===== config.mk =====
export PLATFORM = sky130hd
export DESIGN_NAME = apb_timer_seq
export DESIGN_NICKNAME = d
export VERILOG_FILES = /design/src/rtl/apb_timer_seq.sv
export SDC_FILE = /design/constraint.sdc
export NUM_CORES = 1
export LEC_CHECK = 0
export ABC_CLOCK_PERIOD_IN_PS = 2990
export CAP_MARGIN = 20
export CORE_MARGIN = 2
export CORE_UTILIZATION = 47
export DETAILED_ROUTE_END_ITERATION = 8
export GPL_ROUTABILITY_DRIVEN = 0
export PLACE_DENSITY = 0.77
export REMOVE_ABC_BUFFERS = 1
export SLEW_MARGIN = 20
export SYNTH_ARGS = -nofsm -noshare
export SYNTH_HDL_FRONTEND = slang
export SYNTH_SLANG_ARGS = --single-unit

===== constraint.sdc =====
create_clock -name PCLK -period 2.99 [get_ports PCLK]
set_input_delay 0.299 -clock PCLK [delete_from_list [all_inputs] [get_ports PCLK]]
set_output_delay 0.299 -clock PCLK [all_outputs]
set_load 0.03 [all_outputs]

===== src/rtl/apb_timer_seq.sv =====
// APB master that programs (start: five writes) or halts (stop: one write) a timer
// peripheral, and counts TIMERINT rising edges. Optional APB_TIMER_SEQ_READBACK_EN adds a CTRL read-back check.
module apb_timer_seq (
  input  logic        PCLK,
  input  logic        PRESETn,
  input  logic        cfg_start,
  input  logic        cfg_stop,
  input  logic [31:0] cfg_ctrl,
  input  logic [31:0] cfg_val0,
  input  logic [31:0] cfg_val1,
  output logic        cfg_busy,
  output logic        cfg_done,
  output logic        cfg_err,
  output logic        PSEL,
  output logic        PENABLE,
  output logic        PWRITE,
  output logic [9:0]  PADDR,
  output logic [31:0] PWDATA,
  input  logic [31:0] PRDATA,
  input  logic        PREADY,
  input  logic        PSLVERR,
  input  logic        TIMERINT,
  output logic [15:0] irq_cnt
);

  typedef enum logic [1:0] {S_IDLE, S_SETUP, S_ACCESS, S_NEXT} state_e;

  state_e      state_q, state_d;
  logic [2:0]  idx_q, idx_d, last_idx_s;
  logic [31:0] val0_q, val0_d, val1_q, val1_d, ctrl_q, ctrl_d;
  logic        stop_q, stop_d, busy_q, busy_d, done_q, done_d, err_q, err_d;
  logic [15:0] irq_q, irq_d;
  logic        tint_q;
  logic        psel_q, psel_d, penable_q, penable_d, pwrite_q, pwrite_d;
  logic [9:0]  paddr_q, paddr_d;
  logic [31:0] pwdata_q, pwdata_d;
  logic        rb_bad_s;

`ifdef APB_TIMER_SEQ_READBACK_EN
  // Index 5 is the CTRL read-back; stop sequences never read back.
  assign last_idx_s = stop_q ? 3'd4 : 3'd5;
  assign rb_bad_s   = (idx_q == 3'd5) && (PRDATA != ctrl_q);
`else
  logic unused_prdata_s;
  assign unused_prdata_s = ^PRDATA;
  assign last_idx_s      = 3'd4;
  assign rb_bad_s        = 1'b0;
`endif

  // Next-state, request capture and bus-phase decode
  always_comb begin
    state_d = state_q;
    idx_d   = idx_q;
    val0_d  = val0_q;
    val1_d  = val1_q;
    ctrl_d  = ctrl_q;
    stop_d  = stop_q;
    busy_d  = busy_q;
    done_d  = 1'b0;
    err_d   = err_q;
    irq_d   = irq_q;
    if (TIMERINT && !tint_q && (irq_q != 16'hFFFF)) begin
      irq_d = irq_q + 16'd1;
    end else begin
      irq_d = irq_q;
    end

    case (state_q)
      S_IDLE: begin
        if (cfg_stop) begin
          // Stop outranks a simultaneous start: a single CTRL := 0 write.
          state_d = S_SETUP;
          idx_d   = 3'd4;
          ctrl_d  = 32'd0;
          stop_d  = 1'b1;
          busy_d  = 1'b1;
        end else if (cfg_start) begin
          state_d = S_SETUP;
          idx_d   = 3'd0;
          val0_d  = cfg_val0;
          val1_d  = cfg_val1;
          ctrl_d  = cfg_ctrl;
          stop_d  = 1'b0;
          busy_d  = 1'b1;
          err_d   = 1'b0;
          irq_d   = 16'd0;
        end else begin
          state_d = S_IDLE;
        end
      end
      S_SETUP:  state_d = S_ACCESS;
      S_ACCESS: begin
        if (PREADY) begin
          if (PSLVERR || rb_bad_s) begin
            err_d = 1'b1;
          end else begin
            err_d = err_q;
          end
          if (PSLVERR || (idx_q == last_idx_s)) begin
            state_d = S_IDLE;
            busy_d  = 1'b0;
            done_d  = 1'b1;
          end else begin
            state_d = S_NEXT;
            idx_d   = idx_q + 3'd1;
          end
        end else begin
          state_d = S_ACCESS;
        end
      end
      S_NEXT:   state_d = S_SETUP;
      default:  state_d = S_IDLE;
    endcase

    psel_d    = (state_d == S_SETUP) || (state_d == S_ACCESS);
    penable_d = (state_d == S_ACCESS);
    paddr_d   = 10'd0;
    pwdata_d  = 32'd0;
    pwrite_d  = 1'b0;
    if (psel_d) begin
      pwrite_d = 1'b1;
      case (idx_d)
        3'd0:    begin paddr_d = 10'd1; pwdata_d = val0_d; end
        3'd1:    begin paddr_d = 10'd2; pwdata_d = val0_d; end
        3'd2:    begin paddr_d = 10'd3; pwdata_d = val1_d; end
        3'd3:    begin paddr_d = 10'd4; pwdata_d = val1_d; end
        3'd4:    begin paddr_d = 10'd0; pwdata_d = ctrl_d; end
        default: begin paddr_d = 10'd0; pwdata_d = 32'd0; pwrite_d = 1'b0; end
      endcase
    end else begin
      pwrite_d = 1'b0;
    end
  end

  // State and registered bus/status outputs
  always_ff @(posedge PCLK or negedge PRESETn) begin
    if (!PRESETn) begin
      state_q   <= S_IDLE;
      idx_q     <= 3'd0;
      val0_q    <= 32'd0;
      val1_q    <= 32'd0;
      ctrl_q    <= 32'd0;
      stop_q    <= 1'b0;
      busy_q    <= 1'b0;
      done_q    <= 1'b0;
      err_q     <= 1'b0;
      irq_q     <= 16'd0;
      tint_q    <= 1'b0;
      psel_q    <= 1'b0;
      penable_q <= 1'b0;
      pwrite_q  <= 1'b0;
      paddr_q   <= 10'd0;
      pwdata_q  <= 32'd0;
    end else begin
      state_q   <= state_d;
      idx_q     <= idx_d;
      val0_q    <= val0_d;
      val1_q    <= val1_d;
      ctrl_q    <= ctrl_d;
      stop_q    <= stop_d;
      busy_q    <= busy_d;
      done_q    <= done_d;
      err_q     <= err_d;
      irq_q     <= irq_d;
      tint_q    <= TIMERINT;
      psel_q    <= psel_d;
      penable_q <= penable_d;
      pwrite_q  <= pwrite_d;
      paddr_q   <= paddr_d;
      pwdata_q  <= pwdata_d;
    end
  end

  assign PSEL     = psel_q;
  assign PENABLE  = penable_q;
  assign PWRITE   = pwrite_q;
  assign PADDR    = paddr_q;
  assign PWDATA   = pwdata_q;
  assign cfg_busy = busy_q;
  assign cfg_done = done_q;
  assign cfg_err  = err_q;
  assign irq_cnt  = irq_q;

endmodule


==> flow_metrics.py, run 1 <==
metrics = {
    "synthesis": {
        "synth_top_area_share_pct": 59.2,
        "synth_edf_count": 0,
        "synth_warnings": 0,
        "synth.distinct_cells": 53,
        "yosys.area.top_type": "dfrtp_1",
        "ys.flop_type": "dfrtp_1",
        "synth_most_common_cell": "dfrtp_1",
        "synth_cells": 518,
        "ys_ff_latch": 159,
        "async_flop_share_pct": 100,
        "synth_area_per_cell_um2": 13.0,
        "yosysSeqAreaShare_pct": 59.2,
        "synth_area_mm2": 0.00672,
        "yosys-top-cells-area": "dfrtp_1 (59%), mux2_2 (11%), mux2i_1 (4.9%), a22o_1 (4.3%), nand4_1 (3.4%)",
        "synth_common_cells": "dfrtp_1 (159), mux2_2 (64), nand4_1 (36), a22o_1 (33), mux2i_1 (33)",
    },
    "setup_path": {
        "path_max_fanout": 28,
        "ff2ff_path_depth": 8,
        "cp-startpoint": "idx_q[0]$_DFF_PN0_",
        "critical_path_class": "flop to flop",
        "r2r-start": "idx_q[0]$_DFF_PN0_",
        "end_kind": "flop",
        "path_buf_inv": 2,
        "cp_cell_sequence": "inv_1 -> ha_1 -> a21oi_1 -> nand2_1 -> o21ai_4 -> buf_12 -> mux2i_1 -> o21ai_1",
        "cp.required_ns": 3.30,
        "slowest_delay_ns": 0.43,
        "worstPathArrival_ns": 2.82,
        "cp_top_family": "compound AO/OA/AOI/OAI gates",
        "rr_endpoint": "PWDATA[12]$_DFF_PN0_",
        "rrSetupSlack_ns": 0.48,
        "worst_path_max_delay_cell": "o21ai_4",
        "startpoint_type": "flop",
    },
    "floorplan": {
        "ios": 199,
        "dieArea_mm2": 0.0153,
        "rows": 43,
        "core-area_mm2": 0.0139,
        "start_util_pct": 48.2,
        "dieWidth_um": 124,
        "die_h_um": 124,
    },
    "finish": {
        "drive_gt1_share_pct": 17.0,
        "finish.instance_area_mm2": 0.00914,
        "final_util_pct": 65.6,
        "syn2layout_area_growth_pct": 35.9,
        "antenna_cells": 0,
        "fin_nets": 813,
    },
    "clock_tree": {
        "cts_setup_buffers": 0,
        "htree_levels": 4,
        "path_clk_slew_ns": 0.06,
        "cts_tree": "done",
        "root_buffer": "clkbuf_16",
        "ctsLongestPathBuffers": 2,
        "cts_made_buffers": 17,
        "clock_latency_ns": 0.43,
        "cts_resized": 0,
        "clkSinkCount": 159,
    },
    "route": {
        "avgRoutedWirePerCell_um": 19.0,
        "routed_wl_mm": 16.5,
        "postRouteAntennaNets": 0,
        "first_pass_iters": 4,
        "drcViolationCount": 0,
        "avgViaCountPerCell": 5.55,
        "vias": 4808,
        "dr.first_iter.drc_count": 277,
    },
    "placement": {
        "numPortBuffers": 159,
        "dpl.hpwl_mm": 10.3,
        "place_area_mm2": 0.00849,
    },
    "timing": {
        "max-slew-margin-rel_pct": 47.0,
        "min_period_ns": 2.51,
        "rsz0062_at_grt": "false",
        "fin_setup_tns_ns": 0,
        "fin_crit_sh_pct": 84.0,
        "max_freq_mhz": 398,
        "setup_viol": 0,
        "hold_ws_ns": 0.378,
        "skew_ns": 0.00582,
        "final_hold_viol_count": 0,
        "worst_slew_pin_slew_ns": 0.795,
        "finalMaxSlewViolations": 0,
    },
    "pwr": {
        "cellPowerDensity_mw_per_mm2": 1010,
        "peakVddDrop_v": 0.000474,
        "p_leak_uw": 0.00383,
        "design_power_total_uw": 9240,
    },
    "grt": {
        "grt_usage_pct": 22.8,
        "grt_max_degree": 89,
        "antenna_found_initial": 0,
        "grt_pass1_wl_mm": 26.2,
        "grt_pass1_vias": 4982,
        "grt.overflow.total": 0,
    },
    "min_path": {
        "hold_path_end": "tint_q$_DFF_PN0_",
        "hp-start": "TIMERINT",
        "min_path_type": "primary input to flop",
        "hold_depth": 1,
    },
    "job": {
        "max-cap-violations": 0,
    },
    "outcome": {
        "status": "finished clean",
    },
}
[worst reg2reg max path, cell delays in order, from the launching register on]
cell,delay (ns)
dfrtp_1,0.41
inv_1,0.09
ha_1,0.22
a21oi_1,0.34
nand2_1,0.25
o21ai_4,0.43
buf_12,0.30
mux2i_1,0.27
o21ai_1,0.09
[power breakdown]
part           switching (uW)  internal [uW]  leakage (uW)
Combinational            2070           1510       0.00150
Clock                     847           1460      0.000300
Sequential                331           3010       0.00203
Total                    3250           5990       0.00383
[registers in the layout, indices dropped and copies added, names as in the netlist, 2 cells and up]
name and flops:
PWDATA 32, idx_q 3, val1_q 32, irq_cnt 16
ctrl_q 32, val0_q 32, PADDR 3, state_q 2
[per-stage QoR]
stage / worst slack (ns) / cells
floorplan: -2.11 / 484
global placement: 0.511 / 834
detailed placement: 0.461 / 834
CTS: 0.473 / 867
global route: 0.253 / 867
finish: 0.479 / 867
[placed cells by master, fill, tap and decap left out, types with 3 or more instances in the layout]
master	synthesis	final
clkdlybuf4s50_1	0	158
a22o_1	33	33
a21oi_1	7	7
conb_1	1	7
nand3_1	8	8
clkbuf_1	9	3
o21ai_0	11	10
o21ai_1	28	27
dfrtp_1	159	159
and3_1	4	4
nand4_1	36	36
inv_1	10	10
clkbuf_16	0	17
xnor2_1	8	8
buf_4	15	6
xor2_1	4	4
mux2_2	64	64
buf_12	0	5
clkinvlp_4	0	3
mux2i_1	33	33
nor2_1	20	20
clkbuf_8	0	3
bufinv_16	0	4
ha_1	4	4
nand2_1	12	12
[worst max-delay path by stage]
| stage | endpoint | slack, ns | cells after the start |
|---|---|---|---|
| finish | PWDATA[12]$_DFF_PN0_ | 0.48 | 8 |
| global route | PWDATA[23]$_DFF_PN0_ | 0.25 | 10 |
| detailed placement | PWDATA[13]$_DFF_PN0_ | 0.46 | 9 |
| CTS | PWDATA[23]$_DFF_PN0_ | 0.47 | 8 |
| global placement | PWDATA[13]$_DFF_PN0_ | 0.51 | 9 |
| floorplan | PWDATA[0]$_DFF_PN0_ | -2.11 | 7 |
[what timing repair did]
item                                    4_1_cts  5_1_grt
endpoints found under the hold margin        86        0
hold buffers                                  1        0
endpoints found under the setup margin        0        0
[cell type report]
type / count / area (um2)
clock buffer: 23 / 478
clock inverter: 9 / 156
fill: 1017 / 4800
inverter: 11 / 41.3
multi-input combinational: 314 / 2510
sequential: 159 / 3980
tap: 180 / 225
timing repair buffer: 171 / 1750
[logic make-up after synthesis]
logic type	count (synthesis)	synth area share, %
muxes	98	15.8
and+or+nand+nor	100	8.58
xor gates and xnor gates	12	1.56
adders and majority gates	4	0.745
AOI/OAI and AO/OA	93	9.62
buffers and inverters	51	4.43
other	1	0.0558
DFF	159	59.2
[layer usage]
metal / GRT usage, % / wire, um
met1: 28.9 / 6820
met2: 36.3 / 8050
met3: 8.24 / 1320
met4: 8.10 / 274
met5: 0 / 0
No activity file was read; power rests on OpenSTA's default activity.
==> run 2: changes to the inputs <==
Settings changed: ABC_CLOCK_PERIOD_IN_PS 2990 to 2100, CORE_UTILIZATION 47 to 43, PLACE_DENSITY 0.77 to 0.74.
Clock period 2.99 ns to 2.1 ns, I/O delays scaled along.
==> run 2 against run 1 <==
Against the previous run: die area increased by 9.0%; cell count increased by 6.2%; largest cell class unchanged; critical endpoint is now PWDATA[15]$_DFF_PN0_; maximum frequency grew 22%; register-to-register slack got worse by 0.43 ns; first-iteration DRC count up 39%; non-clock buffer count increased by 23; design area is 4.1% higher; sequential share of layout area fell by 1.7 points.
==> flow_metrics.py, run 2 (synthesis gave the netlist of run 1 again) <==
metrics = {
    "finish": {
        "fin_nets": 836,
        "fin_cells": 921,
        "antenna_cells": 0,
        "final_common_cell": "dfrtp_1",
        "final_cell_mix": "dfrtp_1 (159), clkdlybuf4s50_1 (158), mux2_2 (64)",
        "n_fill_cell": 1164,
        "syn2layout_area_growth_pct": 41.5,
        "drive_gt1_share_pct": 21.3,
        "finish.instance_area_mm2": 0.00951,
    },
    "setup_path": {
        "cp_cell_sequence": "inv_1 -> ha_1 -> a21oi_2 -> buf_4 -> nand2_2 -> o21ai_4 -> buf_4 -> buf_12 -> mux2i_1 -> o21ai_1",
        "startpoint_type": "flop",
        "worstPathArrival_ns": 2.36,
        "worst_path_max_delay_cell": "dfrtp_1",
        "rr_endpoint": "PWDATA[15]$_DFF_PN0_",
        "critical_path_class": "flop to flop",
        "path_buf_inv": 4,
        "ff2ff_path_depth": 10,
        "r2r-start": "idx_q[1]$_DFF_PN0_",
        "cp-endpoint": "PWDATA[15]$_DFF_PN0_",
        "end_kind": "flop",
        "cp.required_ns": 2.41,
        "slowest_delay_ns": 0.38,
        "crit_cells": 10,
        "cp-startpoint": "idx_q[1]$_DFF_PN0_",
        "path_max_fanout": 9,
        "crit_top_cell": "buf_4",
        "cp_top_family": "buffers and inverters",
        "rrSetupSlack_ns": 0.05,
    },
    "grt": {
        "grt_pass1_vias": 5186,
        "grt_max_degree": 76,
        "grt.overflow.total": 0,
        "grt_usage_pct": 21.2,
        "antenna_found_initial": 0,
        "grt_pass1_wl_mm": 27.1,
    },
    "clock_tree": {
        "clock_latency_ns": 0.42,
        "cts_made_buffers": 17,
        "htree_levels": 4,
        "root_buffer": "clkbuf_16",
        "ctsLongestPathBuffers": 2,
        "cts_tree": "done",
        "path_clk_slew_ns": 0.06,
        "clkSinkCount": 159,
    },
    "placement": {
        "numPortBuffers": 159,
        "dp_cells": 884,
        "place_area_mm2": 0.00875,
        "dpl.hpwl_mm": 11.3,
    },
    "timing": {
        "max_freq_mhz": 487,
        "min_period_ns": 2.05,
        "final_hold_viol_count": 0,
        "fin_crit_sh_pct": 97.8,
        "finalMaxSlewViolations": 0,
        "setup_viol": 0,
        "skew_ns": 0.00676,
    },
    "floorplan": {
        "dieArea_mm2": 0.0166,
        "die_h_um": 129,
        "rows": 45,
        "start_util_pct": 44.1,
        "core-area_mm2": 0.0153,
        "ios": 199,
        "dieWidth_um": 129,
    },
    "job": {
        "max-cap-violations": 0,
    },
    "route": {
        "postRouteAntennaNets": 0,
        "dr.first_iter.drc_count": 386,
        "drcViolationCount": 0,
        "vias": 4976,
        "avgRoutedWirePerCell_um": 18.8,
        "first_pass_iters": 4,
        "avgViaCountPerCell": 5.40,
        "routed_wl_mm": 17.3,
    },
    "pwr": {
        "power_frac_clock_pct": 23.8,
        "p_sw_uw": 4900,
        "peakVddDrop_v": 0.00102,
        "cellPowerDensity_mw_per_mm2": 1460,
        "p_leak_uw": 0.00401,
        "internal_power_uw": 9010,
        "p_comb_share_pct": 41.9,
        "seqPwrFrac_pct": 34.3,
        "swShare_pct": 35.2,
    },
    "outcome": {
        "status": "finished clean",
    },
    "min_path": {
        "min_path_type": "primary input to async pin",
    },
}
[run 2: changes by cell type in the layout (fill, tap and decap cells not counted), sizes merged]
| cell | change |
|---|---|
| clkbuf | -2 |
| clkinv | +1 |
| clkinvlp | +1 |
| inv | +2 |
| buf | +21 |
[run 2: how the worst min path moves through the flow]
| stage | to | slack, ns | depth (start not counted) |
|---|---|---|---|
| 5_1_grt | irq_cnt[7]$_DFF_PN0_ | 0.30 | 2 |
| 4_1_cts | irq_cnt[4]$_DFF_PN0_ | 0.28 | 2 |
| 2_1_floorplan | PADDR[0]$_DFF_PN0_ | -0.09 | 0 |
| 6_report | irq_cnt[4]$_DFF_PN0_ | 0.27 | 2 |
| 3_3_place_gp | tint_q$_DFF_PN0_ | 0.14 | 1 |
| 3_5_place_dp | irq_cnt[4]$_DFF_PN0_ | 0.15 | 1 |
[run 2: routing by layer]
layer  wire length (um)  share of wire, %  GRT usage (%)  vias up
li1                   -                 -              -     2244
met1               7420                43           27.0     2518
met2               8550                49           35.5      182
met3                998               5.8           5.16       32
met4                345               2.0           7.48        0
met5                  0                 0              0        -
[run 2: repair_timing]
item                                   in CTS  in global routing
gates cloned                                0                  2
endpoints found under the hold margin      40                  0
resized for setup                           2                 10
buffers inserted                            0                  2
setup endpoints to repair                   7                 34
hold buffers                                1                  0
pin swaps                                   0                  2
[run 2: power groups by stage]
stage	Combinational, uW	Sequential (uW)	Clock, uW
finish	5830	4770	3310
global route	6280	4890	3480
CTS	5500	4780	3340
detailed placement	5460	4810	0
global placement	5290	4750	0
floorplan	2680	5140	0
[run 2: final cells by class]
cell class                      instances  area (um2)  area share [%]
Sequential cell                       159        3980            41.8
Multi-Input combinational cell        314        2550            26.8
Timing Repair Buffer                  194        2030            21.4
Clock buffer                           19         453            4.76
Tap cell                              211         264            2.78
Clock inverter                         13         186            1.96
Inverter                               11        43.8           0.461
[run 2: stage by stage]
stage / power [uW] / util, % / worst slack (ns) / hold slack (ns) / setup TNS, ns
floorplan: 7820 / - / -3.00 / -0.0856 / -245.03
global placement: 10000 / 57.3 / -0.0739 / 0.145 / -1.92
detailed placement: 10300 / 57.3 / -0.0879 / 0.154 / -2.01
CTS: 13600 / 61.6 / 0.0374 / 0.282 / 0
global route: 14600 / 62.3 / -0.0440 / 0.298 / -0.411
finish: 13900 / 62.3 / 0.0468 / 0.269 / 0
